[src/rtl/tensor_core_stream_loader.sv]
// rtl/tensor_core_stream_loader.sv - byte-stream operand loader and result drain for the 4x4 int8 tensor core
module tensor_core_stream_loader (
    input  logic         clk,
    input  logic         rst_n,
    input  logic         abort,
    input  logic         in_valid,
    output logic         in_ready,
    input  logic [7:0]   in_data,
    output logic         out_valid,
    input  logic         out_ready,
    output logic [7:0]   out_data,
    output logic         out_last,
    output logic [127:0] operand_a,
    output logic [127:0] operand_b,
    input  logic [127:0] result_in,
    output logic         busy
);

    localparam int DIM      = 4;
    localparam int ELEM_W   = 8;
    localparam int NELEM    = DIM * DIM;
    localparam int MAT_W    = NELEM * ELEM_W;
    localparam int IDX_W    = $clog2(NELEM);
    localparam logic [IDX_W-1:0] LAST_IDX = IDX_W'(NELEM - 1);

    typedef enum logic [1:0] {
        LOAD_A  = 2'd0,
        LOAD_B  = 2'd1,
        CAPTURE = 2'd2,
        DRAIN   = 2'd3
    } state_t;

    state_t             state_q, state_d;
    logic [IDX_W-1:0]   idx_q, idx_d;
    logic [MAT_W-1:0]   a_q, a_d;
    logic [MAT_W-1:0]   b_q, b_d;
    logic [MAT_W-1:0]   res_q, res_d;
    logic               arm_q;

    logic               in_hs;
    logic               out_hs;
    logic [6:0]         lane_lsb;

    // Stream index n lands at bits (15-n)*8, and 15-n is just ~n on 4 bits.
    assign lane_lsb = {~idx_q, 3'b000};

    // arm_q holds in_ready low only while reset is asserted.
    assign in_ready  = arm_q && ((state_q == LOAD_A) || (state_q == LOAD_B));
    assign out_valid = (state_q == DRAIN);
    assign out_data  = out_valid ? res_q[lane_lsb +: ELEM_W] : '0;
    assign out_last  = out_valid && (idx_q == LAST_IDX);
    assign busy      = (state_q != LOAD_A);
    assign operand_a = a_q;
    assign operand_b = b_q;

    assign in_hs  = in_valid && in_ready;
    assign out_hs = out_valid && out_ready;

    always_comb begin
        state_d = state_q;
        idx_d   = idx_q;
        a_d     = a_q;
        b_d     = b_q;
        res_d   = res_q;
        if (abort) begin
            state_d = LOAD_A;
            idx_d   = '0;
        end else begin
            case (state_q)
                LOAD_A: begin
                    if (in_hs) begin
                        a_d[lane_lsb +: ELEM_W] = in_data;
                        idx_d = idx_q + 1'b1;
                        if (idx_q == LAST_IDX) begin
                            state_d = LOAD_B;
                        end
                    end
                end
                LOAD_B: begin
                    if (in_hs) begin
                        b_d[lane_lsb +: ELEM_W] = in_data;
                        idx_d = idx_q + 1'b1;
                        if (idx_q == LAST_IDX) begin
                            state_d = CAPTURE;
                        end
                    end
                end
                CAPTURE: begin
                    res_d   = result_in;
                    idx_d   = '0;
                    state_d = DRAIN;
                end
                DRAIN: begin
                    if (out_hs) begin
                        idx_d = idx_q + 1'b1;
                        if (idx_q == LAST_IDX) begin
                            state_d = LOAD_A;
                            idx_d   = '0;
                        end
                    end
                end
                default: begin
                    state_d = LOAD_A;
                    idx_d   = '0;
                end
            endcase
        end
    end

    always_ff @(posedge clk or negedge rst_n) begin
        if (!rst_n) begin
            state_q <= LOAD_A;
            idx_q   <= '0;
            a_q     <= '0;
            b_q     <= '0;
            res_q   <= '0;
            arm_q   <= 1'b0;
        end else begin
            state_q <= state_d;
            idx_q   <= idx_d;
            a_q     <= a_d;
            b_q     <= b_d;
            res_q   <= res_d;
            arm_q   <= 1'b1;
        end
    end

endmodule

[config.mk]
export PLATFORM = sky130hd
export DESIGN_NAME = tensor_core_stream_loader
export DESIGN_NICKNAME = d
export VERILOG_FILES = /design/src/rtl/tensor_core_stream_loader.sv
export SDC_FILE = /design/constraint.sdc
export NUM_CORES = 1
export LEC_CHECK = 0
export ABC_CLOCK_PERIOD_IN_PS = 2600
export BUFFER_PORTS_ARGS = -buffer_cell sky130_fd_sc_hd__buf_2
export CAP_MARGIN = 20
export CORE_ASPECT_RATIO = 1.5
export CORE_MARGIN = 2
export CORE_UTILIZATION = 48
export DETAILED_ROUTE_END_ITERATION = 10
export PLACE_DENSITY_LB_ADDON = 0.3
export SLEW_MARGIN = 30
export SYNTH_ARGS = -nofsm -noshare
export SYNTH_HDL_FRONTEND = slang
export SYNTH_SLANG_ARGS = --single-unit
[constraint.sdc]
create_clock -name clk -period 2.6 [get_ports clk]
set_input_delay 0.26 -clock clk [delete_from_list [all_inputs] [get_ports clk]]
set_output_delay 0.26 -clock clk [all_outputs]
set_load 0.01 [all_outputs]
# Word level (Yosys, flattened, before mapping)
# Cells that the tools add are included.
dict set report word_totals {
  register_bits 391
  input_bits 141
  out_inout_bits 268
  word_cells 53
}
dict set report op_classes {
  add_sub_neg 2
  n_eq_ne 11
  n_shift 3
  mux 16
  n_bitwise 2
  n_reduce_logical 13
}
# operator n
set ops {}
lappend ops {{bitwise mux 128 bit} 2}
lappend ops {{variable shift 8 x 9 -> 128 bit (first input constant)} 1}
lappend ops {{indexed part select 128 x 8 -> 8 bit} 1}
lappend ops {{indexed part select 8 x 9 -> 128 bit} 1}
lappend ops {{2-to-1 mux 4 bit} 4}
lappend ops {{2-to-1 mux 2 bit} 7}
lappend ops {{!= test 3 x 2 -> 1 bit (second input constant)} 4}
lappend ops {{case mux 4 bit (3 select lines)} 1}
lappend ops {{negation 7 -> 9 bit} 1}
lappend ops {{2-to-1 mux 8 bit} 1}
lappend ops {{case mux 2 bit (4 select lines)} 1}
lappend ops {{!= test 3 bit (second input constant)} 2}
lappend ops {{AND reduction 3 bit} 2}
lappend ops {{AND reduction 6 bit} 1}
lappend ops {{adder 4 x 1 -> 4 bit (second input constant)} 1}
lappend ops {{equality test 2 bit (second input constant)} 2}
lappend ops {{equality test 4 bit (second input constant)} 1}
lappend ops {{logical AND 1 bit} 4}
lappend ops {{inverter 4 bit} 1}
lappend ops {{AND reduction 2 bit} 2}
lappend ops {{!= test 3 x 1 -> 1 bit (second input constant)} 1}
lappend ops {{equality test 2 x 1 -> 1 bit (second input constant)} 1}
lappend ops {{logical NOT 2 bit} 1}
lappend ops {{nonzero test 2 bit} 1}
lappend ops {{other kinds (3)} 3}

# Logic depth before layout (Yosys ltp)
# Gate-level depths: netlist (run 1).
dict set report depth {
  ltp_word 7
  depth_mapped 10
  depth_no_buf 6
}

# Worst setup path before layout (run 1)
# No wires, ideal clock.
dict set report synth_path {
  kind {flip-flop to flip-flop}
  startpoint {register idx_q[0]}
  endpoint {register a_q[0], in the netlist operand_a[0]}
  setup_ns 0.125
  arrival_ns 2.786
  required_time_ns 2.475
  slack_ns -0.311
  path_stages_with_launch 9
  path_buffers 3
  synth_period_minus_slack_ns 2.911
  path_cell_list {dfrtp_1 > buf_2 > buf_2 > buf_2 > inv_1 > ha_1 > nand2b_1 > nor4_2 > mux2_2}
}
dict set report synth_between {
  elab_chain_len 4
  elab_cells_between_ends 5
  classes_between {add/sub (1); shift (2); mux (1); bitwise (1)}
}
# item line
set synth_rtl {}
lappend synth_rtl {{start, declared} 34} ;# logic [IDX_W-1:0] idx_q, idx_d;
lappend synth_rtl {{start signal, assigned} 120} ;# idx_q <= idx_d;
lappend synth_rtl {{inverter 4 bit (*)} 45} ;# assign lane_lsb = {~idx_q, 3'b000};
lappend synth_rtl {{negation 7 -> 9 bit (*)} 72} ;# a_d[lane_lsb +: ELEM_W] = in_data;
lappend synth_rtl {{indexed part select 8 x 9 -> 128 bit / variable shift 8 x 9 -> 128 bit (equally long branches)} 72}
lappend synth_rtl {{bitwise mux 128 bit (*)} 72}
lappend synth_rtl {{end signal, assigned} 114} ;# a_q <= '0;
lappend synth_rtl {{end signal, assigned} 121} ;# a_q <= a_d;
lappend synth_rtl {{end, declared} 35} ;# logic [MAT_W-1:0] a_q, a_d;
# Every way passes the cells marked *; elsewhere a longest branch is shown, timed or not.
# A chain may end at the register's enable or synchronous reset.

# Worst setup path in the final report (run 1)
dict set report layout_path {
  startpoint {register idx_q[0]}
  endpoint {output port out_data[6]}
}
dict set report layout_between {
  elab_chain_len 3
}
# item line
set layout_rtl {}
lappend layout_rtl {{inverter 4 bit} 45}
lappend layout_rtl {{indexed part select 128 x 8 -> 8 bit} 50} ;# assign out_data = out_valid ? res_q[lane_lsb +: ELEM_W] : '0;
lappend layout_rtl {{2-to-1 mux 8 bit} 50}
lappend layout_rtl {{end, declared} 11} ;# output logic [7:0] out_data,
# Every way passes these cells.

==> run_results.csv, run 1 <==
group,metric,value,unit
power,vdd_ir_drop_max,0.6450,mV
clock_tree,htreeDepth,2,
timing,timing.max_slew.rel_slack,50.73,%
setup_path,setup.worst_path.start_class,"register",
clock_tree,clk_latency,530,ps
logic_synthesis,asyncSetResetFlopFracSynth,100.0,%
min_path,hold_path_startpoint,"abort",
setup_path,critical_path_cell_by_cell,"buf_16, mux4_2, o211ai_1, nand2_1, buf_2",
timing,timing_max_transition_violations_final,0,
logic_synthesis,synthDistinctLibCells,48,
floorplanning,io_pins,409,
timing,clock.fmax,0.3925,GHz
setup_path,timing.critical_path.to_type,"output port",
timing,setup-violations-final,0,
grt,wire_length_of_the_first_global_routing_pass,73.05,mm
logic_synthesis,syn_inst_count,1111,
routing,drt-initial-drc-count,448,
timing,layout_worst_path_cycle_share,97.98,%
timing,fin_skew,16.56,ps
routing,drt_drc_violations_left,0,
timing,tns,0,ps
placement,hpwl,33.08,mm
logic_synthesis,synthesis.area_per_instance,14.76,sq um
floorplanning,dieWidth,154.9,um
min_path,worstHoldPathCells,2,
finish,layout.cell_area.non_filler,22180,sq um
logic_synthesis,post_synth_fa_ha_maj_area_fraction,0.6104,%
setup_path,crit_required,2340,ps
min_path,min_to,"idx_q[2]",
clock_tree,cts.clk_slew.worst_paths,60,ps
finish,nets,1841,
grt,overflow,0,
power,switching_share,22.66,%
timing,period_minus_slack,2547,ps
logic_synthesis,yosys.area_share.xor_xnor,0.1602,%
setup_path,reg2reg_to,"operand_a[32]",
placement,place_congestion,0.8567,
power,seqPwrFrac,48.4,%
logic_synthesis,synthesis.nets,1260,
outcome,outcome,"complete, no violations",
power,cellPowerDensity,583.2,nW/um^2
logic_synthesis,fraction_of_synthesized_area_in_multiplexers,30.25,%
logic_synthesis,synth-compound-area-share,2.983,%
finish,layout.filler_cells,2422,
routing,dr.pass1.iters,5,
floorplanning,design.die.area,35690,sq um
routing,viasPerCell,5.455,
floorplanning,core-area,33550,sq um
setup_path,timing.critical_path.slowest_stage_cell,"sky130_fd_sc_hd__mux4_2",
min_path,min_path_type,"primary input to register",
logic_synthesis,yosysSeqAreaShare,59.66,%
routing,drt-wirelength-per-cell,22.60,um
setup_path,critical_path_arrival,2290,ps
setup_path,critical_path_type,"register to output port",
timing,tightestPinTransition,738.9,ps
power,internal_power,0.01000,W
timing,postLayoutSetupSlackWorst,52.50,ps
clock_tree,ctsLongestPathBuffers,3,
clock_tree,cts-buffers-inserted,38,
logic_synthesis,synth-main-ff-cell,"sky130_fd_sc_hd__dfrtp_1",
floorplanning,floorplan.initialDensity,48.88,%
grt,antenna_found_initial,1,
finish,area_occupied_by_multi_input_gates,6506,sq um
power,power.clock.fraction,44.0,%
logic_synthesis,synthesis.yosys.warnings,0,
clock_tree,cts_tree,"built",
logic_synthesis,yosys_register_bits,391,
finish,final_layout_size_suffix_gt1_share,56.89,%
finish,seq_cell_area,9791,sq um
finish,fin_util,66.10,%
power,comb_power_share,7.6,%
placement,portBuffers,408,
logic_synthesis,post_synth_and_or_nand_nor_area_fraction,4.623,%
timing,timing.final.hold_violations,0,
setup_path,cpPeakStageDelay,550,ps
power,total_leakage_power,11.86,nW
flow_run,drv_cap,0,
setup_path,worst-path-buf-inv,2,
placement,place_ws,114.0,ps
clock_tree,cts-root-buf,"sky130_fd_sc_hd__clkbuf_16",
setup_path,rrSetupSlack,110,ps
logic_synthesis,mappedNetlistArea,16400,sq um
floorplanning,fp-row-count,82,
finish,area_growth_syn_to_layout,35.23,%
grt,via_count_of_the_first_global_routing_pass,12470,
routing,detailroute.via_count,11690,
routing,routed_wirelength,48.42,mm
grt,grt_use_total,26.71,%
setup_path,cp_max_fo,13,
grt,grt_start_max_net_pins,78,
placement,placed_cell_area,19250,sq um
setup_path,worstReg2RegStart,"idx_q[0]",
logic_synthesis,synth-edff-count,0,
routing,antenna_violating_nets_post_route,0,
setup_path,r2r_cells,7,
logic_synthesis,synth_top_family_by_area,"multiplexers",
power,p_sw,0.002931,W
clock_tree,cts_num_sinks,391,
setup_path,crit_family,"multiplexers",
floorplanning,chipHeight,230.4,um
cells in the final DEF (no fill, tap or decap), types with 8 or more instances in the layout:
master                          netlist  layout
sky130_fd_sc_hd__clkbuf_16            0      39
sky130_fd_sc_hd__nand3_1             13      13
sky130_fd_sc_hd__mux2i_1             49      44
sky130_fd_sc_hd__buf_12               0      10
sky130_fd_sc_hd__mux4_2               8       8
sky130_fd_sc_hd__a22oi_1             19      14
sky130_fd_sc_hd__dlygate4sd3_1        0     129
sky130_fd_sc_hd__buf_4                0      54
sky130_fd_sc_hd__buf_2               11     407
sky130_fd_sc_hd__nor2_1              13      10
sky130_fd_sc_hd__clkbuf_1            48       8
sky130_fd_sc_hd__and2_1              26      25
sky130_fd_sc_hd__dfrtp_1            391     388
sky130_fd_sc_hd__and3_1               9       9
sky130_fd_sc_hd__nand2_1             33      32
sky130_fd_sc_hd__mux2_2             381     381
worst max-delay path by stage:
stage	start	depth (start not counted)	slack, ps	endpoint
after floorplan	idx_q[0]	9	40	operand_b[32]
after global placement	idx_q[0]	5	160	operand_a[105]
after detailed placement	idx_q[0]	5	110	operand_a[107]
after CTS	idx_q[0]	5	-10	out_data[6]
after global routing	idx_q[1]	6	-50	out_data[3]
final	idx_q[0]	5	50	out_data[6]
sequential cells by signal (all words and copies together), names as in the netlist:
name       cells
operand_a    128
operand_b    128
res_q        128
idx_q          4
state_q        2
arm_q          1
power groups by stage:
stage	combinational, W	sequential (W)	clock (W)
floorplan	0.000290	0.00638	0
global placement	0.000748	0.00637	0
detailed placement	0.000761	0.00637	0
CTS	0.000962	0.00626	0.00580
global route	0.00106	0.00627	0.00602
finish	0.000981	0.00626	0.00569
worst register-to-register path, stage by stage, from the launching register on:
cell and delay (ps):
sky130_fd_sc_hd__dfrtp_4 550, sky130_fd_sc_hd__buf_4 170, sky130_fd_sc_hd__inv_1 100, sky130_fd_sc_hd__ha_1 260, sky130_fd_sc_hd__nand2b_2 270, sky130_fd_sc_hd__nor3_2 260, sky130_fd_sc_hd__a21boi_4 380, sky130_fd_sc_hd__mux2_2 390
cell families (layout without fill, tap and decap cells):
group	Yosys count	after routing
muxes	438	438
DFF	391	391
and+or+nand+nor	134	134
buffers and inverters	70	680
AOI/OAI and AO/OA	66	66
adders and majority gates	8	8
xor gates and xnor gates	3	3
other	1	2
repair_timing:
item                       4_1_cts  5_1_grt
pin swaps                        6       13
setup endpoints to repair        8       61
cloned                           2        0
buffers inserted                 6       10
gates resized for setup         18       26
hold endpoints to repair       196        0
hold buffers                   129        0
cell usage after synthesis, types with 8 or more instances:
cell	n	area, sq um
sky130_fd_sc_hd__a22oi_1	19	142.6
sky130_fd_sc_hd__and2_1	26	162.7
sky130_fd_sc_hd__and3_1	9	56.30
sky130_fd_sc_hd__buf_2	11	55.05
sky130_fd_sc_hd__clkbuf_1	48	180.2
sky130_fd_sc_hd__dfrtp_1	391	9784
sky130_fd_sc_hd__ha_1	8	100.1
sky130_fd_sc_hd__mux2_2	381	4290
sky130_fd_sc_hd__mux2i_1	49	490.5
sky130_fd_sc_hd__mux4_2	8	180.2
sky130_fd_sc_hd__nand2_1	33	123.9
sky130_fd_sc_hd__nand3_1	13	65.06
sky130_fd_sc_hd__nor2_1	13	48.80
sky130_fd_sc_hd__nor2b_1	10	62.56
sky130_fd_sc_hd__o21ai_0	10	50.05
routing by layer:
metal / track usage (%) / part of all wire, %
met1: 30.48 / 37
met2: 49.33 / 54
met3: 4.693 / 5.2
met4: 10.42 / 3.7
met5: 0 / 0.023
final cells by class:
type	count	share of cell area (%)
Sequential cell	391	44.15
Multi-Input combinational cell	650	29.34
Timing Repair Buffer	605	18.25
Clock buffer	53	4.908
Tap cell	420	2.370
Clock inverter	16	0.8801
Inverter	6	0.1016
Antenna cell	1	0.01128
per-stage QoR:
step,power [W],cells,hold WS [ps]
3_5_place_dp,0.007134,1926,301.7
5_1_grt,0.01335,2141,64.18
4_1_cts,0.01302,2132,51.21
2_1_floorplan,0.006671,1111,-35.59
3_3_place_gp,0.007115,1926,294.5
6_report,0.01293,2142,75.05
(Power assumes the default switching activity.)
==> run 2, diff against run 1 <==
--- a/config.mk
+++ b/config.mk
@@ -12,6 +12,7 @@
 export CORE_MARGIN = 2
 export CORE_UTILIZATION = 48
 export DETAILED_ROUTE_END_ITERATION = 10
+export GPL_TIMING_DRIVEN = 0
 export PLACE_DENSITY_LB_ADDON = 0.3
 export SLEW_MARGIN = 30
 export SYNTH_ARGS = -nofsm -noshare
==> run_results.csv, run 2 (same netlist as run 1, synthesis figures left out) <==
group,metric,value,unit
clock_tree,cts.clk_slew.worst_paths,70,ps
finish,area_growth_syn_to_layout,36.12,%
setup_path,r2r_cells,9,
setup_path,worst_setup_path_startpoint,"idx_q[2]",
routing,drt-wirelength-per-cell,22.46,um
placement,placed_cell_area,19140,sq um
setup_path,cp_max_fo,10,
setup_path,critical_path_cell_by_cell,"buf_6, buf_8, nor2b_2, clkbuf_8, a22oi_1, nand2_2, o22ai_4, buf_6",
routing,antenna_violating_nets_post_route,0,
timing,grt_setup_unrepaired,"yes",
placement,portBuffers,408,
floorplanning,design.die.area,35690,sq um
setup_path,worst_setup_path_endpoint,"out_data[0]",
timing,timing.max_slew.rel_slack,30.91,%
power,report.power.total,0.01284,W
finish,layout_commonest_cell,"sky130_fd_sc_hd__buf_2",
timing,tightestPinTransition,1036,ps
finish,layout_common_cells,"sky130_fd_sc_hd__buf_2 (409), sky130_fd_sc_hd__dfrtp_1 (390), sky130_fd_sc_hd__mux2_2 (381)",
grt,grt_use_total,26.83,%
grt,antenna_found_initial,3,
grt,overflow,0,
setup_path,crit_required,2340,ps
grt,via_count_of_the_first_global_routing_pass,12560,
flow_run,drv_cap,0,
setup_path,reg2reg_to,"operand_b[32]",
setup_path,timing.critical_path.slowest_stage_cell,"sky130_fd_sc_hd__dfrtp_1",
setup_path,path_common_cell,"sky130_fd_sc_hd__buf_6",
grt,wire_length_of_the_first_global_routing_pass,73.26,mm
floorplanning,chipHeight,230.4,um
clock_tree,ctsLongestPathBuffers,3,
power,internal_power,0.009893,W
routing,drt_drc_violations_left,0,
floorplanning,floorplan.initialDensity,48.88,%
power,vdd_ir_drop_max,0.5082,mV
finish,layout.cell_area.non_filler,22320,sq um
power,seqPwrFrac,48.7,%
setup_path,cpPeakStageDelay,390,ps
placement,place_congestion,0.7994,
min_path,min_path_type,"primary input to register",
timing,timing_max_transition_violations_final,0,
setup_path,timing.critical_path.to_type,"output port",
setup_path,rrSetupSlack,60,ps
finish,fin_util,66.54,%
clock_tree,clk_latency,540,ps
finish,nets,1850,
setup_path,setup.worst_path.start_class,"register",
floorplanning,core-area,33550,sq um
timing,timing.final.hold_violations,0,
clock_tree,cts-root-buf,"sky130_fd_sc_hd__clkbuf_16",
clock_tree,htreeDepth,2,
power,cellPowerDensity,575.1,nW/um^2
setup_path,worstReg2RegStart,"idx_q[0]",
grt,grt_start_max_net_pins,90,
setup_path,critical_path_arrival,2320,ps
routing,dr.pass1.iters,4,
outcome,outcome,"complete, no violations",
power,power.clock.fraction,43.8,%
power,total_leakage_power,11.80,nW
power,switching_share,22.94,%
clock_tree,cts-buffers-inserted,38,
routing,detailroute.via_count,11640,
floorplanning,io_pins,409,
timing,clock.fmax,0.3877,GHz
routing,drt-initial-drc-count,511,
floorplanning,fp-row-count,82,
routing,viasPerCell,5.412,
clock_tree,cts_tree,"built",
setup_path,critical_path_type,"register to output port",
timing,setup-violations-final,0,
placement,hpwl,33.36,mm
power,comb_power_share,7.5,%
timing,period_minus_slack,2579,ps
timing,fin_skew,22.64,ps
power,p_sw,0.002945,W
floorplanning,dieWidth,154.9,um
timing,layout_worst_path_cycle_share,99.20,%
routing,routed_wirelength,48.30,mm
finish,final_layout_size_suffix_gt1_share,55.32,%
clock_tree,cts_num_sinks,391,
run 2: changes by cell type in the layout (fill, tap and decap cells not counted), sizes merged:
| cell | delta |
|---|---|
| clkbuf | +42 |
| clkinv | -1 |
| clkinvlp | -2 |
| buf | -29 |
| bufinv | -2 |
| diode | +1 |
| inv | -1 |
run 2: through the flow:
step,std cells,hold slack (ps),worst slack [ps],TNS (ps)
final,2150,227.9,20.80,0
after detailed placement,1943,260.1,-882.6,-140920
after global placement,1939,481.7,-6156,-2517880
after CTS,2143,206.8,-91.18,-3596
after floorplan,1111,-35.59,37.29,0
after global routing,2149,256.2,-55.48,-1442
run 2: layout make-up:
cell class,instances,area (sq um)
fillers,2458,11230
flip-flops and latches,391,9786
multi-input cells,650,6653
repair buffers,563,3737
clock buffers,57,1136
well taps,420,525.5
plain buffers,51,336.6
clock inverters,10,121.4
inverters,6,22.52
diodes,2,5.005
run 2: how the worst min path moves through the flow:
| stage | from | end | slack [ps] | depth (start not counted) |
|---|---|---|---|---|
| after floorplan | rst_n | arm_q | -40 | 0 |
| after global placement | operand_a[69] | operand_a[69] | 480 | 1 |
| after detailed placement | rst_n | operand_b[85] | 260 | 1 |
| after CTS | out_ready | idx_q[2] | 210 | 4 |
| after global routing | out_ready | idx_q[2] | 260 | 4 |
| final | abort | state_q[1] | 230 | 3 |
run 2: per-layer routing:
metal | vias up | wire length [um] | track usage, %
li1 | 5182 | - | -
met1 | 5942 | 17820 | 30.51
met2 | 398 | 25890 | 48.96
met3 | 109 | 2569 | 5.031
met4 | 4 | 1984 | 11.46
met5 | - | 30 | 0
run 2: power groups by stage:
stage	Sequential, W	Combinational (W)	Clock (W)
2_1_floorplan	0.00638	0.000290	0
3_3_place_gp	0.00636	0.000725	0
3_5_place_dp	0.00636	0.000763	0
4_1_cts	0.00625	0.000958	0.00569
5_1_grt	0.00626	0.00104	0.00594
6_report	0.00625	0.000964	0.00562
run 2: critical path, delay by kind of cell (launching register included):
family          cells  cell delay (ps)
simple gates        2              330
flops               1              390
compound gates      2              430
buf+inv             4              630
run 2: repair_timing:
item,CTS,global route
hold buffers,129,0
resized for setup,71,32
cloned,0,0
pin swaps,6,10
endpoints found under the hold margin,198,0
buffers inserted,11,11
endpoints found under the setup margin,275,248
==> run 3, diff against run 2 <==
==> constraint.sdc (replaced) <==
create_clock -name clk -period 2.6 [get_ports clk]
set_input_delay 0.26 -clock clk [delete_from_list [all_inputs] [get_ports clk]]
set_output_delay 0.26 -clock clk [all_outputs]
set_load 0.02 [all_outputs]
==> run_results.csv, run 3 (same netlist as run 1, synthesis figures left out) <==
group,metric,value,unit
outcome,outcome,"finished with violations",
outcome,failed_checks,"setup timing",
clock_tree,cts.clk_slew.worst_paths,70,ps
routing,detailroute.via_count,11780,
routing,drt_drc_violations_left,0,
floorplanning,dieWidth,154.9,um
grt,grt_use_total,26.98,%
finish,nets,1858,
timing,clock.fmax,0.3785,GHz
floorplanning,chipHeight,230.4,um
clock_tree,clk_latency,540,ps
finish,fin_util,67.49,%
setup_path,critical_path_arrival,2380,ps
routing,drt-initial-drc-count,496,
finish,area_growth_syn_to_layout,38.08,%
timing,timing_max_transition_violations_final,0,
power,p_sw,0.003007,W
floorplanning,core-area,33550,sq um
power,switching_share,23.22,%
power,seqPwrFrac,48.3,%
clock_tree,cts_num_sinks,391,
power,vdd_ir_drop_max,0.5526,mV
grt,via_count_of_the_first_global_routing_pass,12670,
routing,antenna_violating_nets_post_route,0,
flow_run,drv_cap,0,
power,cellPowerDensity,571.9,nW/um^2
clock_tree,ctsLongestPathBuffers,3,
clock_tree,cts_tree,"built",
timing,timing.max_slew.rel_slack,49.81,%
routing,viasPerCell,5.458,
timing,grt_setup_unrepaired,"yes",
timing,fin_skew,23.60,ps
placement,portBuffers,408,
setup_path,crit_required,2340,ps
floorplanning,io_pins,409,
placement,place_congestion,0.7994,
timing,tightestPinTransition,752.9,ps
floorplanning,design.die.area,35690,sq um
min_path,min_path_type,"primary input to register",
setup_path,cp_max_fo,6,
timing,setup-violations-final,6,
routing,routed_wirelength,49.35,mm
finish,layout_commonest_cell,"sky130_fd_sc_hd__buf_2",
setup_path,setup.worst_path.start_class,"register",
routing,dr.pass1.iters,5,
floorplanning,fp-row-count,82,
grt,wire_length_of_the_first_global_routing_pass,73.61,mm
clock_tree,htreeDepth,2,
placement,place_ws,-882.6,ps
grt,grt_start_max_net_pins,90,
clock_tree,cts-buffers-inserted,38,
setup_path,timing.critical_path.to_type,"output port",
clock_tree,cts-root-buf,"sky130_fd_sc_hd__clkbuf_16",
routing,drt-wirelength-per-cell,22.86,um
floorplanning,floorplan.initialDensity,48.88,%
setup_path,critical_path_type,"register to output port",
timing,period_minus_slack,2642,ps
finish,layout_common_cells,"sky130_fd_sc_hd__buf_2 (400), sky130_fd_sc_hd__dfrtp_1 (390), sky130_fd_sc_hd__mux2_2 (381)",
timing,hold_ws,236.9,ps
power,comb_power_share,8.4,%
timing,layout_worst_path_cycle_share,101.6,%
placement,hpwl,33.36,mm
grt,antenna_found_initial,4,
finish,final_layout_size_suffix_gt1_share,56.80,%
timing,postLayoutSetupSlackWorst,-41.90,ps
timing,timing.final.hold_violations,0,
power,power.clock.fraction,43.3,%
grt,overflow,0,
power,internal_power,0.009942,W
power,total_leakage_power,11.89,nW
-- run 3: changes by cell type in the layout (fill, tap and decap cells not counted), moves of 3 or more --
cell	delta
sky130_fd_sc_hd__a22oi_1	-3
sky130_fd_sc_hd__mux2i_2	+3
sky130_fd_sc_hd__buf_6	+7
sky130_fd_sc_hd__a22oi_2	+3
sky130_fd_sc_hd__nor2_1	-3
sky130_fd_sc_hd__buf_4	+4
sky130_fd_sc_hd__buf_2	-9
sky130_fd_sc_hd__mux2i_1	-4
sky130_fd_sc_hd__buf_12	+4
-- run 3: area by class of cell --
cell class	count	area (sq um)
antenna	3	7.507
buffer	51	371.6
multi-input combinational	650	6748
timing repair buffer	571	3919
sequential	391	9786
tap	420	525.5
fill	2413	10910
clock buffer	57	1136
inverter	6	30.03
clock inverter	10	121.4
-- run 3: timing repair --
action | CTS | global route
setup endpoints to repair | 275 | 248
endpoints found under the hold margin | 198 | 0
hold buffers | 129 | 0
setup buffers | 18 | 10
pin swaps | 21 | 27
gates resized for setup | 98 | 55
cloned | 2 | 1
-- run 3: worst max-delay path: stages, from the launching register on --
cell and delay [ps]:
sky130_fd_sc_hd__dfrtp_1 420, sky130_fd_sc_hd__buf_8 150, sky130_fd_sc_hd__buf_12 130, sky130_fd_sc_hd__buf_12 150, sky130_fd_sc_hd__buf_12 140, sky130_fd_sc_hd__buf_4 140, sky130_fd_sc_hd__mux2i_2 150, sky130_fd_sc_hd__a22oi_1 190
sky130_fd_sc_hd__nand2_1 90, sky130_fd_sc_hd__o22ai_2 140, sky130_fd_sc_hd__buf_6 150
-- run 3: power by group through the flow --
stage | clock network (W) | registers, W | logic (W)
after detailed placement | 0 | 0.00636 | 0.000810
after global routing | 0.00594 | 0.00626 | 0.00116
after floorplan | 0 | 0.00643 | 0.000291
after CTS | 0.00569 | 0.00625 | 0.00106
final | 0.00561 | 0.00625 | 0.00108
after global placement | 0 | 0.00636 | 0.000771
-- run 3: metal layers --
metal / wire length, um / up-vias / track usage (%) / share of wire, %
li1: - / 5193 / - / -
met3: 2718 / 125 / 5.594 / 5.5
met1: 18220 / 6035 / 30.27 / 37
met5: 30 / - / 0 / 0.061
met2: 26180 / 427 / 48.79 / 53
met4: 2205 / 4 / 12.59 / 4.5
-- run 3: per-stage QoR --
| stage | total power (W) | setup TNS, ps | cell area, sq um | cells |
|---|---|---|---|---|
| global placement | 0.007130 | -2518040 | 19020 | 1939 |
| finish | 0.01295 | -165.3 | 22640 | 2159 |
| global route | 0.01336 | -1963 | 22640 | 2158 |
| floorplan | 0.006716 | 0 | 16460 | 1111 |
| CTS | 0.01300 | -2141 | 22310 | 2156 |
| detailed placement | 0.007173 | -141070 | 19140 | 1943 |
-- run 3: worst paths after layout --
path	start	end	slack, ps	cells after the start
max	idx_q[0]	out_data[3]	-40	10
min in group asynchronous	rst_n	operand_b[85]	290	2
max reg2reg	idx_q[0]	operand_a[37]	10	10
max in group asynchronous	rst_n	res_q[24]	700	5
min reg2reg	operand_b[74]	operand_b[74]	500	1
min	out_ready	idx_q[2]	240	4
